===== src/rtl/pipe_skid_stage.sv =====
// Two-entry valid/ready skid stage with in_ready decoded purely from registered state.
// Optional saturating stall counter enabled by defining PIPE_SKID_STALL_CNT_EN.
module pipe_skid_stage #(
  parameter int WIDTH = 16
) (
  input  logic             clk,
  input  logic             rst,
  input  logic             flush,
  input  logic             in_valid,
  output logic             in_ready,
  input  logic [WIDTH-1:0] in_data,
  output logic             out_valid,
  input  logic             out_ready,
  output logic [WIDTH-1:0] out_data
`ifdef PIPE_SKID_STALL_CNT_EN
  ,
  output logic [15:0]      stall_cnt
`endif
);

  typedef enum logic [1:0] {
    EMPTY = 2'd0,
    BUSY  = 2'd1,
    FULL  = 2'd2
  } state_t;

  state_t           state_p0;
  state_t           state_nxt;
  logic             load_main_in;
  logic             load_main_skid;
  logic             load_skid;
  logic [WIDTH-1:0] main_p0;
  logic [WIDTH-1:0] skid_p0;

  always_ff @(posedge clk or posedge rst) begin
    if (rst) begin
      state_p0 <= EMPTY;
    end else begin
      state_p0 <= state_nxt;
    end
  end

  always_comb begin
    state_nxt      = state_p0;
    load_main_in   = 1'b0;
    load_main_skid = 1'b0;
    load_skid      = 1'b0;
    case (state_p0)
      EMPTY: begin
        if (in_valid) begin
          load_main_in = 1'b1;
          state_nxt    = BUSY;
        end
      end
      BUSY: begin
        if (in_valid && out_ready) begin
          load_main_in = 1'b1;
        end else if (in_valid) begin
          load_skid = 1'b1;
          state_nxt = FULL;
        end else if (out_ready) begin
          state_nxt = EMPTY;
        end
      end
      FULL: begin
        if (out_ready) begin
          load_main_skid = 1'b1;
          state_nxt      = BUSY;
        end
      end
      default: state_nxt = EMPTY;
    endcase
    // Flush wins over every transition; data registers simply keep stale words.
    if (flush) begin
      state_nxt      = EMPTY;
      load_main_in   = 1'b0;
      load_main_skid = 1'b0;
      load_skid      = 1'b0;
    end
  end

  always_comb begin
    out_valid = (state_p0 != EMPTY);
    in_ready  = (state_p0 != FULL);
    out_data  = main_p0;
  end

  // Stage p0: main and skid payload registers
  always_ff @(posedge clk or posedge rst) begin
    if (rst) begin
      main_p0 <= '0;
      skid_p0 <= '0;
    end else begin
      if (load_main_in) begin
        main_p0 <= in_data;
      end else if (load_main_skid) begin
        main_p0 <= skid_p0;
      end
      if (load_skid) begin
        skid_p0 <= in_data;
      end
    end
  end

`ifdef PIPE_SKID_STALL_CNT_EN
  function automatic logic [15:0] sat_inc16(input logic [15:0] v);
    return (v == 16'hFFFF) ? v : v + 16'd1;
  endfunction

  logic [15:0] stall_cnt_p0;

  always_ff @(posedge clk or posedge rst) begin
    if (rst) begin
      stall_cnt_p0 <= 16'd0;
    end else if (flush) begin
      stall_cnt_p0 <= 16'd0;
    end else if (out_valid && !out_ready) begin
      stall_cnt_p0 <= sat_inc16(stall_cnt_p0);
    end
  end

  assign stall_cnt = stall_cnt_p0;
`endif

endmodule


===== config.mk =====
export PLATFORM = sky130hd
export DESIGN_NAME = pipe_skid_stage
export DESIGN_NICKNAME = d
export VERILOG_FILES = /design/src/rtl/pipe_skid_stage.sv
export SDC_FILE = /design/constraint.sdc
export NUM_CORES = 1
export LEC_CHECK = 0
export BUFFER_PORTS_ARGS = -buffer_cell sky130_fd_sc_hd__clkbuf_2
export CELL_PAD_IN_SITES_DETAIL_PLACEMENT = 2
export CELL_PAD_IN_SITES_GLOBAL_PLACEMENT = 2
export CORE_MARGIN = 1
export CORE_UTILIZATION = 40
export CTS_BUF_LIST = sky130_fd_sc_hd__clkbuf_2 sky130_fd_sc_hd__clkbuf_4 sky130_fd_sc_hd__clkbuf_8
export DETAILED_ROUTE_END_ITERATION = 8
export GPL_TIMING_DRIVEN = 0
export MAX_ROUTING_LAYER = met4
export PLACE_DENSITY = 0.83
export SYNTH_ARGS = -nofsm -noshare
export SYNTH_HDL_FRONTEND = slang
export SYNTH_SLANG_ARGS = --single-unit

===== constraint.sdc =====
create_clock -name clk -period 4.2 [get_ports clk]
set_input_delay 1.05 -clock clk [delete_from_list [all_inputs] [get_ports clk]]
set_output_delay 1.05 -clock clk [all_outputs]
set_load 0.01 [all_outputs]

==> impl_metrics.yaml <==
placed_design:
  dp_cells: 193
  numPortBuffers: 38
  preCtsSetupSlack_ns: 1.660
  place_hpwl_um: 2577
  dpl-instance-area_um2: 1818
  gp_congestion: 0.7163
sta:
  timing.final.ws_setup_ns: 1.972
  fin_setup_tns_ns: 0
  maxSlewHeadroom: 0.7360
  fin_crit_ns: 2.228
  fin_hold_ws_ns: 0.5073
  final_hold_viol_count: 0
  fin_skew_ns: 0.009213
  fin_crit_sh: 0.5305
  max_freq_mhz: 448.9
  grt_setup_unrepaired: "no"
  worstMarginPinSlew_ns: 0.3952
  setup_viol: 0
  maxSlewViolCount: 0
synthesis:
  synth_mux_area_frac: 0.3496
  yosys.area.top_type: "dfrtp_1"
  synth_edf_count: 0
  synth_simple_gate_area_frac: 0.05986
  ys_seq_area_frac: 0.5427
  synth_xor_area_frac: 0
  syn_area_um2: 1568
  ys_seq_elements: 34
  synth_flop_cell: "dfrtp_1"
  synth_area_per_cell_um2: 14.65
  synth_top_family_by_area: "multiplexers"
  synth_compound_area_frac: 0.02474
  yosys_warnings: 0
  yosys-top-cells-area: "dfrtp_1 54%, mux2_2 27%, mux2_4 5.7%"
  postSynthCellCount: 107
  netlist-cell-type-count: 21
  synth_top_area_frac: 0.5427
  synth_fa_ha_area_frac: 0
  synth_async_sr_flop_share: 1.000
  syn_nets: 128
worst_setup_path:
  worst_setup_path_end_kind: "flop"
  crit_buf_inv: 2
  cp_data_arrival_time_ns: 2.40
  reg2reg_slack_ns: 2.34
  ff2ff_path_depth: 5
  crit_type: "input port to flop"
  start_kind: "input port"
  crit_slowest_cell: "mux2_4"
  r2r-start: "state_p0[1]"
  worstPathCellList: "clkbuf_2 -> nor3b_4 -> nand2_4 -> buf_6 -> mux2_4 -> mux2_2"
  crit_required_ns: 4.37
  reg2reg_to: "out_data[15]"
  crit_family: "multiplexers"
  max_stage_delay_ns: 0.30
  worst-path-max-fanout: 10
route:
  drcViolationCount: 0
  first_pass_iters: 3
  postRouteWirelength_um: 3449
  drt_iter0_drc: 36
  post_drt_via_cell_ratio: 4.990
  wl_per_cell_um: 17.07
  via_count: 1008
  ant_nets: 0
clock_tree:
  cts-root-buf: "clkbuf_8"
  cts_buffer_depth: 2
  cts_resized: 0
  hold_buffers: 0
  cts.clk_slew.worst_paths_ns: 0.07
  postCtsSetupBuffers: 0
  cts_tree: "built"
  htreeDepth: 2
  cts_sinks: 34
  clk_latency_ns: 0.29
  cts_buffers: 5
finish:
  stdcell_area_um2: 1933
  antennaDiodeCount: 0
  nets: 174
  final_cells: 202
  area_growth_pct: 23.30
  drive_gt1_frac: 0.6494
  seq_area_um2: 850.8
  multi_input_area_um2: 680.7
  final_cell_mix: "38 x mux2_2, 38 x clkbuf_2, 34 x dfrtp_1"
  num-fill-cells: 378
die:
  die-area_um2: 4174
  ioPinCount: 39
  initial_core_util: 0.4219
  coreArea_um2: 3716
  die_h_um: 64.61
  rows: 22
  die_x_um: 64.61
power:
  ir_drop_mv: 0.2268
  pwr_density_cell_nw_per_um2: 529.2
  p_leak_nw: 0.9316
global_routing:
  grt_pass1_vias: 1130
  grt_usage: 0.1944
  overflow: 0
  antenna_found_initial: 0
  grt_pass1_wl_um: 5664
  grt_max_degree: 35
outcome:
  status: "completed"
run:
  timing.max_cap.violations: 0
min_path:
  hp-start: "out_data[2]"
  hp-class: "flop to flop"
  worst_hold_path.endpoint: "out_data[2]"
  min_path_cells: 1
## Yosys cell counts (2+ instances only)
cell type,instances
dfrtp_1,34
inv_1,2
mux2i_1,3
buf_2,2
mux2_4,6
mux2_2,38
a21oi_1,3
nor2_1,4
nand2b_1,3
## where the power goes
group	switching (mW)	internal [mW]
sequential	0.0549	0.430
clock	0.114	0.139
combinational	0.119	0.167
total	0.288	0.735
## metal layers
metal	share of wire	routed length, um	track usage	vias to the layer above
li1	-	-	-	471
met1	0.40	1363	0.2094	504
met2	0.55	1907	0.3474	29
met3	0.042	146	0.05282	4
met4	0.0093	32	0.05833	0
met5	0	0	-	-
## cells by family after synthesis
kind of cell           count (synthesis)
muxes                                 47
AOI/OAI and AO/OA                      6
buffers and inverters                  6
and+or+nand+nor                       14
DFF                                   34
## state kept, by name, indices dropped and copies added, names as in the netlist
register / count
skid_p0: 16
state_p0: 2
out_data: 16
## final cells by class
| cell class | count | area share |
|---|---|---|
| sequential | 34 | 0.4401 |
| multi-input combinational | 67 | 0.3521 |
| timing repair buffer | 39 | 0.1087 |
| clock buffer | 7 | 0.04660 |
| tap | 48 | 0.03107 |
| buffer | 4 | 0.01489 |
| inverter | 2 | 0.003884 |
| clock inverter | 1 | 0.002589 |
## worst max path at each step
stage               from      endpoint  slack (ns)  cells after the start
5_1_grt        out_ready    skid_p0[7]        1.88                      6
3_3_place_gp   out_ready    skid_p0[2]        1.73                      6
3_5_place_dp   out_ready    skid_p0[8]        1.66                      6
6_report        in_valid  out_data[10]        1.97                      6
4_1_cts        out_ready    skid_p0[8]        1.96                      6
2_1_floorplan      flush  out_data[10]        2.01                      5
## metrics by stage
step                      power (mW)  utilization
final                          1.023       0.5202
after detailed placement      0.7786       0.4892
after global placement        0.7484       0.4892
after floorplan               0.6611            -
after CTS                      1.039       0.5148
after global routing           1.083       0.5202
Note: power is estimated with default switching activity, not from simulation.
